### src/rtl/lut_sweep_pkg.sv
// rtl/lut_sweep_pkg.sv - shared state type and sizing helpers for the LUT sweep engine
package lut_sweep_pkg;

    typedef enum logic [1:0] {
        ST_IDLE  = 2'd0,
        ST_SWEEP = 2'd1,
        ST_DONE  = 2'd2
    } sweep_state_e;

    // A channel must hold the full count 2^n_in, hence one extra bit.
    function automatic int cnt_width(input int n_in);
        return n_in + 1;
    endfunction

    function automatic int row_lsb(input int row, input int n_out);
        return row * n_out;
    endfunction

endpackage

### src/rtl/lut_table_mem.sv
// rtl/lut_table_mem.sv - truth-table storage, one write port, registered lookup and sweep read ports (LUT_RESET_INIT_EN)
module lut_table_mem #(
    parameter int N_IN  = 4,
    parameter int N_OUT = 1,
    parameter logic [(2**N_IN)*N_OUT-1:0] INIT = '0
) (
    input  logic             clk_i,
    input  logic             rst_i,
    input  logic             wr_en_i,
    input  logic [N_IN-1:0]  wr_addr_i,
    input  logic [N_OUT-1:0] wr_data_i,
    input  logic [N_IN-1:0]  lk_addr_i,
    output logic [N_OUT-1:0] lk_data_o,
    input  logic             sw_en_i,
    input  logic [N_IN-1:0]  sw_addr_i,
    output logic [N_OUT-1:0] sw_data_o
);
    import lut_sweep_pkg::*;

    localparam int DEPTH = 2**N_IN;
`ifdef LUT_RESET_INIT_EN
    localparam bit INIT_EN = 1'b1;
`else
    localparam bit INIT_EN = 1'b0;
`endif
    localparam logic [DEPTH*N_OUT-1:0] RESET_IMAGE = INIT_EN ? INIT : '0;

    logic [N_OUT-1:0] mem_q [DEPTH];
    logic [N_OUT-1:0] lk_q;
    logic [N_OUT-1:0] sw_q;

    // Lookup reads old data on a collision; the sweep port forwards the
    // write so a sweep started alongside a write sees the new row.
    always_ff @(posedge clk_i) begin
        if (rst_i) begin
            for (int r = 0; r < DEPTH; r++) begin
                mem_q[r] <= RESET_IMAGE[row_lsb(r, N_OUT) +: N_OUT];
            end
            lk_q <= '0;
            sw_q <= '0;
        end else begin
            if (wr_en_i) begin
                mem_q[wr_addr_i] <= wr_data_i;
            end
            lk_q <= mem_q[lk_addr_i];
            if (sw_en_i) begin
                sw_q <= (wr_en_i && (wr_addr_i == sw_addr_i)) ? wr_data_i : mem_q[sw_addr_i];
            end
        end
    end

    assign lk_data_o = lk_q;
    assign sw_data_o = sw_q;

endmodule

### src/rtl/lut_sweep_engine.sv
// rtl/lut_sweep_engine.sv - programmable truth table with exhaustive sweep sequencer (LUT_RESET_INIT_EN selects INIT reset image)
module lut_sweep_engine #(
    parameter int N_IN  = 4,
    parameter int N_OUT = 1,
    parameter logic [(2**N_IN)*N_OUT-1:0] INIT = '0
) (
    input  logic                       clk_i,
    input  logic                       rst_i,
    input  logic                       prog_valid_i,
    output logic                       prog_ready_o,
    input  logic [N_IN-1:0]            prog_addr_i,
    input  logic [N_OUT-1:0]           prog_data_i,
    input  logic [N_IN-1:0]            x_i,
    output logic [N_OUT-1:0]           y_o,
    input  logic                       sweep_start_i,
    output logic                       sweep_busy_o,
    output logic                       sweep_valid_o,
    output logic [N_IN-1:0]            sweep_x_o,
    output logic [N_OUT-1:0]           sweep_y_o,
    output logic                       sweep_done_o,
    output logic [N_OUT*(N_IN+1)-1:0]  ones_cnt_o
);
    import lut_sweep_pkg::*;

    localparam int CW = cnt_width(N_IN);
    localparam logic [N_IN-1:0] LAST_ROW = '1;

    sweep_state_e           state_q;
    logic                   prog_ready_q;
    logic                   busy_q;
    logic                   valid_q;
    logic                   done_q;
    logic [N_IN-1:0]        sx_q;
    logic [N_OUT*CW-1:0]    ones_q;

    logic                   wr_en;
    logic                   start_acc;
    logic                   sw_en;
    logic [N_IN-1:0]        sw_addr;
    logic [N_OUT-1:0]       sw_data;

    assign wr_en     = prog_valid_i && prog_ready_q;
    assign start_acc = sweep_start_i && (state_q == ST_IDLE);
    // Fetch one row ahead so the row shown in each cycle matches sweep_x.
    assign sw_en     = start_acc || ((state_q == ST_SWEEP) && (sx_q != LAST_ROW));
    assign sw_addr   = (state_q == ST_SWEEP) ? sx_q + 1'b1 : '0;

    lut_table_mem #(
        .N_IN  (N_IN),
        .N_OUT (N_OUT),
        .INIT  (INIT)
    ) u_mem (
        .clk_i     (clk_i),
        .rst_i     (rst_i),
        .wr_en_i   (wr_en),
        .wr_addr_i (prog_addr_i),
        .wr_data_i (prog_data_i),
        .lk_addr_i (x_i),
        .lk_data_o (y_o),
        .sw_en_i   (sw_en),
        .sw_addr_i (sw_addr),
        .sw_data_o (sw_data)
    );

    always_ff @(posedge clk_i) begin
        if (rst_i) begin
            state_q      <= ST_IDLE;
            prog_ready_q <= 1'b1;
            busy_q       <= 1'b0;
            valid_q      <= 1'b0;
            done_q       <= 1'b0;
            sx_q         <= '0;
            ones_q       <= '0;
        end else begin
            done_q <= 1'b0;
            unique case (state_q)
                ST_IDLE: begin
                    if (sweep_start_i) begin
                        state_q      <= ST_SWEEP;
                        prog_ready_q <= 1'b0;
                        busy_q       <= 1'b1;
                        valid_q      <= 1'b1;
                        sx_q         <= '0;
                        ones_q       <= '0;
                    end
                end
                ST_SWEEP: begin
                    for (int k = 0; k < N_OUT; k++) begin
                        ones_q[k*CW +: CW] <= ones_q[k*CW +: CW] + CW'(sw_data[k]);
                    end
                    if (sx_q == LAST_ROW) begin
                        state_q <= ST_DONE;
                        valid_q <= 1'b0;
                        done_q  <= 1'b1;
                    end else begin
                        sx_q <= sx_q + 1'b1;
                    end
                end
                ST_DONE: begin
                    state_q      <= ST_IDLE;
                    prog_ready_q <= 1'b1;
                    busy_q       <= 1'b0;
                end
                default: state_q <= ST_IDLE;
            endcase
        end
    end

    assign prog_ready_o  = prog_ready_q;
    assign sweep_busy_o  = busy_q;
    assign sweep_valid_o = valid_q;
    assign sweep_x_o     = sx_q;
    assign sweep_y_o     = sw_data;
    assign sweep_done_o  = done_q;
    assign ones_cnt_o    = ones_q;

endmodule

### config.mk
export PLATFORM = sky130hd
export DESIGN_NAME = lut_sweep_engine
export DESIGN_NICKNAME = d
export VERILOG_FILES = /design/src/rtl/lut_sweep_pkg.sv /design/src/rtl/lut_table_mem.sv /design/src/rtl/lut_sweep_engine.sv
export SDC_FILE = /design/constraint.sdc
export NUM_CORES = 1
export LEC_CHECK = 0
export BUFFER_PORTS_ARGS = -buffer_cell sky130_fd_sc_hd__buf_2
export CORE_MARGIN = 2
export CORE_UTILIZATION = 30
export DETAILED_ROUTE_END_ITERATION = 6
export SETUP_SLACK_MARGIN = 0.5
export SLEW_MARGIN = 0
export SYNTH_ARGS = -nofsm -noshare
export SYNTH_HDL_FRONTEND = slang
export SYNTH_HIERARCHICAL = 1
export SYNTH_SLANG_ARGS = --single-unit
### constraint.sdc
create_clock -name clk_i -period 2.21 [get_ports clk_i]
set_input_delay 0.5525 -clock clk_i [delete_from_list [all_inputs] [get_ports clk_i]]
set_output_delay 0.5525 -clock clk_i [all_outputs]
set_load 0.02 [all_outputs]
==> reports/qor.txt <==
CTS sink cnt - 33
Die ar. - 7030 um^2
Max cap viols - 0
Clk_lat worst skew - 0.29 ns
Element type at the critical path start - flop
Syn nets - 203
H-tree depth - 2
Avg Cell Area, Syn - 10.2 um^2
Buffers on Ports - 27
Most frequent cells in the layout - buf_2 (27), nor2_1 (25), buf_4 (17), edfxtp_1 (16), dfxtp_1 (11)
TritonCTS clock tree - done
Area contributors post-synth - edfxtp_1 (25%), dfxtp_1 (18%), mux4_1 (5.5%)
Dpl hpwl - 3380 um
Total iterations of the first detailed-routing run - 4
Clock slew at reported path FFs - 0.06 ns
Synth top area share - 25.1%
Layout cell share with drive strength beyond 1 - 34.1%
Inserted Clock Buffers - 5
RSZ-0062 raised after global routing - yes
DRT iter0 DRCs - 109
Vias per cell - 5.15
Synthesized instance count - 187
Synth Area in Adders - 1.96%
LEAKAGE - 0.950 nW
CP Capture Type - flop
Commonest non-fill, non-tap cell in the layout - buf_2
Final ANT Viol Nets - 0
Vias in the first global route - 1503
Largest net degree at the start of global routing - 29
CP max stage delay - 0.36 ns
Sequential share of the synthesized area - 42.9%
Number of synthesized flops with an enable pin - 16
Yosys reg bits - 33
Status - complete, no violations
Core Rows - 29
Post-synthesis simple-gate area fraction - 21.1%
Core Footprint - 6240 um^2
DP Area - 2150 um^2
Antenna violations before repair - 0
Drt total wl - 4540 um
Global-route wire length before repair - 7250 um
Routability cong. - 0.827
Initial Util - 30.6%
Max-slew headroom - 74.2%
Cell Count, Final, Fillers Out - 306
Leading area contributor after synthesis - edfxtp_1
Ys flop type - dfxtp_1
Vias - 1575
Overflow after GRT - 0
Fin crit share - 84.3%
FFs w/ async S/R, synth - 0%
Final #Nets - 244
Slowest stage cell, crit path - dfxtp_4
Minimum clock period - 1.86 ns
Final setup violation count - 0
VDD IR max - 0.181 mV
Die height - 83.8 um
Cell Chain, Critical Path - ha_1 -> and4_4 -> nor2_1 -> nor2b_1 -> a2111oi_4 -> and3_4 -> nor3_2
Distinct cells, synth - 47
Die width - 83.8 um
Critical Path RT - 2.37 ns
Post-CTS Hold Buffers - 0
Slew Limit Fails - 0
Wirelength per Cell - 14.8 um
CP arrival - 2.03 ns
Area of the mapped netlist - 1910 um^2
Design area - 2360 um^2
Main combinational cell family by area after synthesis - simple AND/OR/NAND/NOR gates
Worst min path class - flop to flop
Total track usage - 13.1%
YS warnings - 6
Slew @ Worst Pin - 0.383 ns
WS Path Type - flop to flop
# diodes - 0
P per Cell Area - 559 nW/um^2
Clk root buf - clkbuf_8
Post-route DRC - 0
Clock Skew - 0.00968 ns
F_max - 537 MHz
Final hold slack - 0.466 ns
IO Count - 28
Final hold violation count - 0
Setup_tns - 0 ns
Post-synthesis mux area share - 11.1%
Area growth syn-to-layout - 23.2%
Synth Area in XOR/XNOR - 2.75%
Maximum fanout along the worst path - 5
Max Root-Sink Buffers - 2
Dpl cells - 290
Post-synthesis compound-gate area fraction - 16.2%
Overall power - 1.32 mW
worst max-delay path: cells and delay by family (launching register included):
| kind | cells | cell delay, ns |
|---|---|---|
| compound gates | 1 | 0.32 |
| fa+ha+maj | 1 | 0.24 |
| flops | 1 | 0.36 |
| simple gates | 5 | 0.83 |
report_power, final:
group	internal [mW]	switching, mW
Sequential	0.658	0.0179
Clock	0.218	0.225
Combinational	0.0926	0.106
Total	0.969	0.349
cell usage after synthesis (4+ instances only):
cell type / number
nor2_1: 26
dfxtp_1: 17
edfxtp_1: 16
nand3_1: 10
a21o_1: 9
nand2_1: 9
nor2b_1: 8
nor3_1: 7
a21oi_1: 5
clkbuf_1: 5
o21ai_0: 5
mux2i_1: 4
mux4_1: 4
o21bai_1: 4
logic make-up after synthesis:
family	Yosys count
multiplexers	11
AND/OR/NAND/NOR	78
buffers and inverters	13
XOR/XNOR	6
flip-flops	33
adder cells (fa/ha/maj)	3
AO/OA/AOI/OAI	43
registers in the layout, summed over array words and instances (netlist names), 2 cells and up:
register	count
u_mem/mem_q	16
state_q	2
sweep_x_o	4
ones_cnt_o	5
routing by layer:
| metal | vias to the layer above | routed length (um) | global-route usage, % | share of wire [%] |
|---|---|---|---|---|
| li1 | 775 | - | - | - |
| met1 | 754 | 2050 | 16.3 | 45 |
| met2 | 40 | 2270 | 22.0 | 50 |
| met3 | 6 | 169 | 2.67 | 3.7 |
| met4 | 0 | 60 | 5.87 | 1.3 |
| met5 | - | 0 | 0 | 0 |
worst paths after layout:
kind         cells past startpoint  slack, ns                      start                      endpoint
max                              7       0.35  sweep_x_o[0]$_SDFFE_PP0P_  u_mem/sw_data_o$_SDFFE_PP0P_
min                              1       0.47  sweep_busy_o$_SDFFE_PP0P_     sweep_busy_o$_SDFFE_PP0P_
max reg2reg                      7       0.35  sweep_x_o[0]$_SDFFE_PP0P_  u_mem/sw_data_o$_SDFFE_PP0P_
min reg2reg                      1       0.47  sweep_busy_o$_SDFFE_PP0P_     sweep_busy_o$_SDFFE_PP0P_
timing repair:
action / 4_1_cts / 5_1_grt
setup endpoints to repair: 1 / 2
hold endpoints to repair: 0 / 0
resized for setup: 5 / 9
buffers inserted: 8 / 0
pin swaps: 3 / 5
layout make-up:
cell class,instances,area [um^2]
Sequential cell,33,841
Multi-Input combinational cell,141,1060
Clock inverter,2,10.0
Inverter,3,11.3
Timing Repair Buffer,44,263
Clock buffer,6,72.6
Tap cell,77,96.3
Fill cell,637,3880
stage by stage:
step                      worst slack [ns]  util, %
after floorplan                      0.261        -
after global placement               0.238     34.5
after detailed placement             0.179     34.5
after CTS                            0.340     37.0
after global routing                 0.234     37.8
final                                0.347     37.8
(Power assumes the default switching activity.)
